<file path="config.mk">
export PLATFORM = sky130hd
export DESIGN_NAME = frogger_game_fsm_flat
export DESIGN_NICKNAME = d
export VERILOG_FILES = /design/src/rtl/frogger_game_fsm_if.sv /design/src/rtl/frogger_game_fsm.sv /design/src/flat_wrapper.sv
export SDC_FILE = /design/constraint.sdc
export NUM_CORES = 1
export LEC_CHECK = 0
export ABC_AREA = 1
export CAP_MARGIN = 40
export CORE_ASPECT_RATIO = 0.7
export CORE_MARGIN = 2
export CORE_UTILIZATION = 34
export CTS_BUF_LIST = sky130_fd_sc_hd__clkbuf_4 sky130_fd_sc_hd__clkbuf_8 sky130_fd_sc_hd__clkbuf_16
export DETAILED_ROUTE_END_ITERATION = 7
export GPL_TIMING_DRIVEN = 0
export PLACE_DENSITY = 0.59
export SLEW_MARGIN = 20
export SYNTH_ARGS = -nofsm -noshare
export SYNTH_HDL_FRONTEND = slang
export SYNTH_SLANG_ARGS = --single-unit
export TNS_END_PERCENT = 50
</file>
<file path="constraint.sdc">
create_clock -name clk -period 3.12 [get_ports clk]
set_input_delay 0.312 -clock clk [delete_from_list [all_inputs] [get_ports clk]]
set_output_delay 0.312 -clock clk [all_outputs]
set_load 0.01 [all_outputs]
</file>
<file path="src/rtl/frogger_game_fsm_if.sv">
// Interface bundling the game-flow controller's tick, control, collision,
// speed and status signals. The testbench/top level drives through the
// master modport and the controller connects through the slave modport.
interface frogger_game_fsm_if #(
   parameter int NUM_LANES = 11
);
   logic                   clk_enable;
   logic                   start;
   logic                   death_collision;
   logic                   win_collision;
   logic [NUM_LANES*4-1:0] lane_base_speed;
   logic [NUM_LANES*4-1:0] lane_speed;
   logic [3:0]             level;
   logic [2:0]             lives;
   logic [7:0]             score_bcd;
   logic                   round_reset;
   logic                   game_over;
   logic [2:0]             state;

   modport master (
      output clk_enable, start, death_collision, win_collision, lane_base_speed,
      input  lane_speed, level, lives, score_bcd, round_reset, game_over, state
   );

   modport slave (
      input  clk_enable, start, death_collision, win_collision, lane_base_speed,
      output lane_speed, level, lives, score_bcd, round_reset, game_over, state
   );
endinterface

</file>
<file path="src/rtl/frogger_game_fsm.sv">
// Frogger game-flow controller: tracks lives, level and a BCD win count,
// inserts timed pauses after deaths and wins, and derives per-lane car
// speeds from the base-speed vector and the current level.
module frogger_game_fsm #(
   parameter int NUM_LANES   = 11,
   parameter int MAX_LEVEL   = 8,
   parameter int START_LIVES = 3,
   parameter int PAUSE_TICKS = 50
) (
   input logic               clk,
   input logic               reset,
   frogger_game_fsm_if.slave bus
);

   typedef enum logic [2:0] {
      IDLE      = 3'd0,
      PLAY      = 3'd1,
      DYING     = 3'd2,
      LEVEL_UP  = 3'd3,
      GAME_OVER = 3'd4
   } state_t;

   localparam int              CNT_W         = (PAUSE_TICKS > 1) ? $clog2(PAUSE_TICKS) : 1;
   localparam logic [CNT_W-1:0] PAUSE_LAST   = CNT_W'(PAUSE_TICKS - 1);
   localparam logic [3:0]      MAX_LEVEL_L   = 4'(MAX_LEVEL);
   localparam logic [2:0]      START_LIVES_L = 3'(START_LIVES);

   state_t                 state_q, state_d;
   logic [CNT_W-1:0]       pause_cnt;
   logic [3:0]             level_q;
   logic [2:0]             lives_q;
   logic [7:0]             score_q;
   logic                   round_reset_q;
   logic                   game_over_q;
   logic [NUM_LANES*4-1:0] lane_speed_q, lane_speed_d;
   logic                   pause_done, do_start, do_death, do_win;

   // Two-digit BCD increment that saturates at 99.
   function automatic logic [7:0] bcd_inc(input logic [7:0] v);
      if (v == 8'h99)
         return v;
      if (v[3:0] == 4'd9)
         return {v[7:4] + 4'd1, 4'd0};
      return {v[7:4], v[3:0] + 4'd1};
   endfunction

   // Next-state decode and one-cycle game events for the datapath.
   always_comb begin
      // NOTE: every signal gets a default first so no path can infer a latch.
      state_d    = state_q;
      do_start   = 1'b0;
      do_death   = 1'b0;
      do_win     = 1'b0;
      pause_done = bus.clk_enable && (pause_cnt == PAUSE_LAST);
      unique case (state_q)
         IDLE, GAME_OVER: begin
            if (bus.start) begin
               state_d  = PLAY;
               do_start = 1'b1;
            end
         end
         PLAY: begin
            // Death wins over a simultaneous goal hit.
            if (bus.death_collision) begin
               do_death = 1'b1;
               state_d  = (lives_q == 3'd1) ? GAME_OVER : DYING;
            end else if (bus.win_collision) begin
               do_win  = 1'b1;
               state_d = LEVEL_UP;
            end
         end
         DYING, LEVEL_UP: begin
            if (pause_done)
               state_d = PLAY;
         end
         default: state_d = IDLE;
      endcase
   end

   // State register plus status flags registered from the next state.
   always_ff @(posedge clk or posedge reset) begin
      if (reset) begin
         // NOTE: sequential state uses non-blocking assignments so all registers update together.
         state_q       <= IDLE;
         round_reset_q <= 1'b1;
         game_over_q   <= 1'b0;
      end else begin
         state_q       <= state_d;
         round_reset_q <= (state_d != PLAY);
         game_over_q   <= (state_d == GAME_OVER);
      end
   end

   // Pause counter: cleared when a pause begins, counts game ticks during it.
   always_ff @(posedge clk or posedge reset) begin
      if (reset)
         pause_cnt <= '0;
      else if (do_death || do_win)
         pause_cnt <= '0;
      else if ((state_q == DYING || state_q == LEVEL_UP) && bus.clk_enable)
         pause_cnt <= pause_cnt + CNT_W'(1);
   end

   // Lives, level and score bookkeeping driven by the decoded game events.
   always_ff @(posedge clk or posedge reset) begin
      if (reset) begin
         level_q <= 4'd1;
         lives_q <= START_LIVES_L;
         score_q <= 8'h00;
      end else if (do_start) begin
         level_q <= 4'd1;
         lives_q <= START_LIVES_L;
         score_q <= 8'h00;
      end else if (do_death) begin
         lives_q <= lives_q - 3'd1;
      end else if (do_win) begin
         level_q <= (level_q == MAX_LEVEL_L) ? 4'd1 : level_q + 4'd1;
         score_q <= bcd_inc(score_q);
      end
   end

   // Per-lane speed: base minus level, clamped to at least 1 (5-bit signed).
   always_comb begin
      lane_speed_d = '0;
      for (int i = 0; i < NUM_LANES; i++) begin
         logic signed [4:0] diff;
         diff = $signed({1'b0, bus.lane_base_speed[4*i +: 4]}) - $signed({1'b0, level_q});
         lane_speed_d[4*i +: 4] = (diff < 5'sd1) ? 4'd1 : diff[3:0];
      end
   end

   // Lane speed register, refreshed every clock.
   always_ff @(posedge clk or posedge reset) begin
      if (reset)
         lane_speed_q <= '0;
      else
         lane_speed_q <= lane_speed_d;
   end

   assign bus.state       = state_q;
   assign bus.level       = level_q;
   assign bus.lives       = lives_q;
   assign bus.score_bcd   = score_q;
   assign bus.round_reset = round_reset_q;
   assign bus.game_over   = game_over_q;
   assign bus.lane_speed  = lane_speed_q;

endmodule

</file>
<file path="src/flat_wrapper.sv">
// flat-port wrapper written by rule: the top's interface ports become plain ports
module frogger_game_fsm_flat 
#(
   parameter int NUM_LANES   = 11,
   parameter int MAX_LEVEL   = 8,
   parameter int START_LIVES = 3,
   parameter int PAUSE_TICKS = 50
)
  (clk, reset, bus_clk_enable, bus_start, bus_death_collision, bus_win_collision, bus_lane_base_speed, bus_lane_speed, bus_level, bus_lives, bus_score_bcd, bus_round_reset, bus_game_over, bus_state);
  frogger_game_fsm_if #(.NUM_LANES(NUM_LANES)) bus_i ();
  input logic clk;
  input logic reset;
  input wire logic [$bits(bus_i.clk_enable)-1:0] bus_clk_enable;
  input wire logic [$bits(bus_i.start)-1:0] bus_start;
  input wire logic [$bits(bus_i.death_collision)-1:0] bus_death_collision;
  input wire logic [$bits(bus_i.win_collision)-1:0] bus_win_collision;
  input wire logic [$bits(bus_i.lane_base_speed)-1:0] bus_lane_base_speed;
  output wire logic [$bits(bus_i.lane_speed)-1:0] bus_lane_speed;
  output wire logic [$bits(bus_i.level)-1:0] bus_level;
  output wire logic [$bits(bus_i.lives)-1:0] bus_lives;
  output wire logic [$bits(bus_i.score_bcd)-1:0] bus_score_bcd;
  output wire logic [$bits(bus_i.round_reset)-1:0] bus_round_reset;
  output wire logic [$bits(bus_i.game_over)-1:0] bus_game_over;
  output wire logic [$bits(bus_i.state)-1:0] bus_state;
  assign bus_i.clk_enable = bus_clk_enable;
  assign bus_i.start = bus_start;
  assign bus_i.death_collision = bus_death_collision;
  assign bus_i.win_collision = bus_win_collision;
  assign bus_i.lane_base_speed = bus_lane_base_speed;
  assign bus_lane_speed = bus_i.lane_speed;
  assign bus_level = bus_i.level;
  assign bus_lives = bus_i.lives;
  assign bus_score_bcd = bus_i.score_bcd;
  assign bus_round_reset = bus_i.round_reset;
  assign bus_game_over = bus_i.game_over;
  assign bus_state = bus_i.state;
  frogger_game_fsm #(.NUM_LANES(NUM_LANES), .MAX_LEVEL(MAX_LEVEL), .START_LIVES(START_LIVES), .PAUSE_TICKS(PAUSE_TICKS)) u_core (.clk(clk), .reset(reset), .bus(bus_i));
endmodule
</file>
==> flow_summary.yaml, run 1 <==
clocking:
  clock_latency_ps: 340
  cts.sink_count: 70
  clk_pin_slew_ps: 50
  cts_made_buffers: 9
  cts-htree-levels: 3
  cts_hold_buffers: 0
  cts_resized: 0
  cts.path.max_buffers: 2
  tritoncts: "yes"
  clock-root-buffer: "clkbuf_16"
  post_cts_buffers: 0
timing:
  finClkSkew_ps: 10.3
  max_freq_mhz: 439
  relSlewSlack: 0.523
  hold_viol_final: 0
  hold_ws_ps: 278
  timing.setup.tns_ps: 0
  rsz0062_at_grt: "no"
  setup_violations: 0
  maxSlewViolCount: 0
  final.min_clock_period_ps: 2280
  worst_slew_pin_slew_ps: 715
  min_period_over_period: 0.730
die:
  row_count: 35
  fp.dieH_um: 101
  boundaryPins: 114
  die-area_mm2: 0.0143
  core-area_mm2: 0.0131
  die_w_um: 142
  start_util: 0.347
cells_and_area:
  areaGrowthSynthToFinish_pct: 36.9
  antennaDiodeCount: 0
  drive_gt1_frac: 0.0554
  final_cell_mix: "clkdlybuf4s50_1, inv_1, nand2_1, dfrtp_1, nor2_1"
  fin_nets: 796
  n_fill_cell: 1237
  final_common_cell: "clkdlybuf4s50_1"
place:
  globalplace.congestion: 0.871
  io_buffer_count: 113
  dp_hpwl_um: 8490
global_routing:
  grt_remaining_overflow: 0
  grt_pass1_wl_um: 18700
  track_usage: 0.165
  antenna_found_initial: 0
  grt_pass1_vias: 4068
  grt_max_degree: 53
synthesis:
  ys_seq_area_frac: 0.386
  syn_inst: 556
  synth_area_mm2: 0.00455
  synth_warnings: 0
  synth_nets: 671
  synth_seq_cells: 70
  syn_avg_cell_area_um2: 8.18
  ys_types: 29
setup_path:
  cp-start-kind: "flip-flop"
  cp_max_fo: 17
  r2r_cells: 9
  crit_arrival_ps: 2500
  cp-end-kind: "flip-flop"
  reg2reg_slack_ps: 840
  worst-endpoint-required_ps: 3340
  critical_path_class: "reg2reg"
detailed_routing:
  via_per_inst: 4.78
  ant_nets: 0
  vias: 4070
  wire_per_inst_um: 13.2
  wirelength_um: 11200
  drtIter0Drc: 187
  drc: 0
  drt_pre_antenna_iters: 4
power_and_ir_drop:
  power.total_mw: 5.20
  power.share.switching: 0.390
  switching_power_mw: 2.03
  clkPwrFrac: 0.200
  intPower_mw: 3.17
  power.density_mw_per_mm2: 835
  p_comb_frac: 0.509
  peakVddDrop_v: 0.000324
  p_seq_frac: 0.291
  p_leak_nw: 3.15
job:
  drv_cap: 0
outcome:
  status: "finished clean"
hold_path:
  hp-class: "in2async"
worst max-delay path, cell delays in order (launching register included):
cell	delay, ps
dfstp_2	830
ha_1	230
inv_1	60
fa_1	390
nand2_1	80
inv_1	50
o21ai_0	220
nand2_1	140
nand2_1	120
nor2_1	50
cell type report:
| cell class | instances | area, um^2 | share of cell area |
|---|---|---|---|
| clock buffers | 16 | 309 | 0.0496 |
| inverters | 111 | 419 | 0.0673 |
| multi-input cells | 375 | 2380 | 0.382 |
| flip-flops and latches | 70 | 1760 | 0.282 |
| well taps | 166 | 208 | 0.0334 |
| repair buffers | 114 | 1160 | 0.186 |
per-layer routing:
metal | vias to the layer above | share of wire | global-route usage
met3 | 13 | 0.074 | 0.0565
li1 | 2037 | - | -
met4 | 0 | 0.011 | 0.0469
met5 | - | 0 | 0
met2 | 101 | 0.46 | 0.278
met1 | 1919 | 0.45 | 0.203
power by group through the flow:
| stage | Combinational [mW] | Clock [mW] | Sequential (mW) |
|---|---|---|---|
| 2_1_floorplan | 1.43 | 0 | 1.64 |
| 3_3_place_gp | 2.58 | 0 | 1.52 |
| 3_5_place_dp | 2.66 | 0 | 1.52 |
| 4_1_cts | 2.68 | 1.07 | 1.52 |
| 5_1_grt | 3.02 | 1.11 | 1.56 |
| 6_report | 2.65 | 1.04 | 1.51 |
flip-flops by register name, indices dropped and copies added, names as in the netlist:
signal                  flops
u_core.bus.level            4
u_core.bus.lives            3
u_core.bus.round_reset      1
u_core.pause_cnt            6
u_core.bus.game_over        1
u_core.bus.lane_speed      44
u_core.bus.score_bcd        8
u_core.bus.state            3
worst paths after layout:
kind,start,end
min reg2reg,u_core.bus.lives[0],u_core.bus.lives[0]
min,reset,u_core.bus.lane_speed[37]
min in group clk,u_core.bus.lives[0],u_core.bus.lives[0]
max in group asynchronous,reset,u_core.bus.level[0]
max,u_core.bus.level[0],u_core.bus.lane_speed[1]
max reg2reg,u_core.bus.level[0],u_core.bus.lane_speed[1]
logic make-up (layout without fill, tap and decap cells):
logic type | Yosys count | in the layout | share of synthesized area
simple gates | 251 | 251 | 0.248
buf+inv | 111 | 241 | 0.0916
flops | 70 | 70 | 0.386
fa+ha+maj | 65 | 65 | 0.197
compound gates | 54 | 54 | 0.0677
xor+xnor | 5 | 5 | 0.00963
metrics by stage:
stage                     utilization  setup WS (ps)  cell area [um^2]  cells
after floorplan                     -            901              4550    556
after global placement          0.450           -307              5890    835
after detailed placement        0.452            840              5920    836
after CTS                       0.476            840              6230    852
after global routing            0.476            691              6230    852
final                           0.476            842              6230    852
synth_stat cells:
| library cell | instances | area [um^2] |
|---|---|---|
| ha_1 | 54 | 676 |
| nand2_4 | 1 | 11.3 |
| a22oi_1 | 9 | 67.6 |
| or2_1 | 1 | 6.26 |
| dfstp_2 | 4 | 105 |
| xor2_1 | 5 | 43.8 |
| nand2_2 | 3 | 18.8 |
| and2_1 | 2 | 12.5 |
| nand3_1 | 54 | 270 |
| o21bai_1 | 2 | 15.0 |
| inv_1 | 109 | 409 |
| o21ai_2 | 2 | 17.5 |
| nand3_4 | 1 | 17.5 |
| nor2_2 | 1 | 6.26 |
| o21ai_1 | 2 | 10.0 |
| dfrtp_1 | 66 | 1650 |
| nor2_4 | 1 | 11.3 |
| inv_2 | 2 | 7.51 |
| nand2_1 | 101 | 379 |
| o21ai_0 | 20 | 100 |
| nand3b_1 | 3 | 22.5 |
| o22ai_1 | 2 | 12.5 |
| nand3_2 | 2 | 20.0 |
| nor2_1 | 63 | 236 |
| nor3_2 | 1 | 10.0 |
| nand4_1 | 16 | 100 |
| or2_2 | 1 | 6.26 |
| a21oi_1 | 17 | 85.1 |
| fa_1 | 11 | 220 |
No activity file was read; power rests on OpenSTA's default activity.
==> inputs of run 2 (changes only) <==
Clock period 3.12 ns to 2.3 ns, I/O delays scaled along.
==> run 2 against run 1 <==
Compared with the run above: cell count up 0.12%; routed wire length about the same; die area unchanged; combinational power up 36%; final area up 0.22%; critical path type unchanged; largest cell class unchanged.
==> flow_summary.yaml, run 2 (synthesis gave the netlist of run 1 again) <==
die:
  start_util: 0.347
  die_w_um: 142
  fp.dieH_um: 101
  die-area_mm2: 0.0143
  boundaryPins: 114
  core-area_mm2: 0.0131
  row_count: 35
cells_and_area:
  final_cell_mix: "clkdlybuf4s50_1, inv_1, nand2_1, dfrtp_1, nor2_1"
  largest_reg_flops: 44
  final_cells: 853
  final_common_cell: "clkdlybuf4s50_1"
  fin_nets: 797
  n_fill_cell: 1235
  antennaDiodeCount: 0
  areaGrowthSynthToFinish_pct: 37.2
  drive_gt1_frac: 0.0568
  fin_util: 0.477
outcome:
  status: "finished clean"
place:
  globalplace.congestion: 0.871
  dp_hpwl_um: 8490
  io_buffer_count: 113
  dp.cells: 836
setup_path:
  r2r-end: "u_core.bus.lane_speed[1]"
  r2r_cells: 9
  critical_path_class: "reg2reg"
  worst-endpoint-required_ps: 2520
  cp-start-kind: "flip-flop"
  cp_max_fo: 16
  crit_arrival_ps: 2400
  r2r_start: "u_core.bus.level[0]"
  reg2reg_slack_ps: 130
  cp-end-kind: "flip-flop"
timing:
  min_period_over_period: 0.945
  final.min_clock_period_ps: 2170
  finClkSkew_ps: 10.5
  hold_viol_final: 0
  setup_violations: 0
  rsz0062_at_grt: "no"
  worst_slew_pin_slew_ps: 718
  hold_ws_ps: 196
  maxSlewViolCount: 0
  max_freq_mhz: 460
  relSlewSlack: 0.521
clocking:
  clk_pin_slew_ps: 50
  cts.sink_count: 70
  cts-htree-levels: 3
  cts_hold_buffers: 0
  clock_latency_ps: 340
  tritoncts: "yes"
  cts_made_buffers: 9
  cts.path.max_buffers: 2
  clock-root-buffer: "clkbuf_16"
global_routing:
  grt_remaining_overflow: 0
  antenna_found_initial: 0
  grt_pass1_wl_um: 18700
  track_usage: 0.165
  grt_pass1_vias: 4068
  grt_max_degree: 53
power_and_ir_drop:
  p_leak_nw: 3.16
  power.total_mw: 7.08
  peakVddDrop_v: 0.000439
  power.density_mw_per_mm2: 1130
hold_path:
  hp-class: "in2async"
detailed_routing:
  drtIter0Drc: 175
  drt_pre_antenna_iters: 4
  wirelength_um: 11200
  vias: 4064
  via_per_inst: 4.76
  ant_nets: 0
  drc: 0
  wire_per_inst_um: 13.2
job:
  drv_cap: 0
[run 2: cell count changes in the layout (fill, tap and decap cells not counted)]
cell     before  now
buf_4         0    1
inv_4         1    2
o21ai_1       2    3
inv_2         3    2
dfstp_4       0    1
dfstp_2       4    3
o21ai_0      20   19
[run 2: metal layers]
metal  vias to the layer above  wire length (um)  part of all wire  GRT usage
met4                         0               127             0.011     0.0469
met3                        13               814             0.072     0.0565
met5                         -                 0                 0          0
met1                      1920              5100              0.45      0.203
met2                        93              5200              0.46      0.278
li1                       2038                 -                 -          -
[run 2: critical path, stage by stage (launching register included)]
cell and delay (ps):
dfstp_4 770, ha_1 190, inv_1 60, fa_1 390, nand2_1 80, inv_1 50
o21ai_0 220, nand2_1 140, nand2_1 120, nor2_1 50
[run 2: worst max path at each step]
stage	startpoint	end	slack, ps	depth (start not counted)
after floorplan	u_core.bus.level[1]	u_core.bus.lane_speed[37]	80	6
after global placement	reset	u_core.bus.lane_speed[34]	-1050	2
after detailed placement	u_core.bus.level[0]	u_core.bus.lane_speed[38]	20	6
after CTS	u_core.bus.level[0]	u_core.bus.lane_speed[38]	20	6
after global routing	u_core.bus.level[0]	u_core.bus.lane_speed[2]	2	9
final	u_core.bus.level[0]	u_core.bus.lane_speed[1]	130	9
[run 2: final cells by class]
cell class	instances	area [um^2]	share of cell area
tap	166	208	0.0333
multi-input combinational	375	2380	0.381
inverter	111	422	0.0676
clock buffer	16	309	0.0495
timing repair buffer	115	1170	0.187
sequential	70	1760	0.282
[run 2: where the power goes]
group / switching, mW / leakage [nW] / total [mW] / internal (mW)
registers: 0.316 / 0.865 / 2.06 / 1.74
clock network: 0.509 / 0.156 / 1.41 / 0.903
logic: 1.93 / 2.13 / 3.61 / 1.68
[run 2: timing repair]
item / CTS / global route
setup buffers: 0 / 1
endpoints found under the setup margin: 0 / 25
resized for setup: 0 / 4
[run 2: through the flow]
step	setup TNS [ps]	instance area, um^2	setup slack (ps)
2_1_floorplan	0	4550	80.7
3_3_place_gp	-75630	5890	-1050
3_5_place_dp	0	5920	20.2
4_1_cts	0	6230	19.9
5_1_grt	0	6240	1.73
6_report	0	6240	125
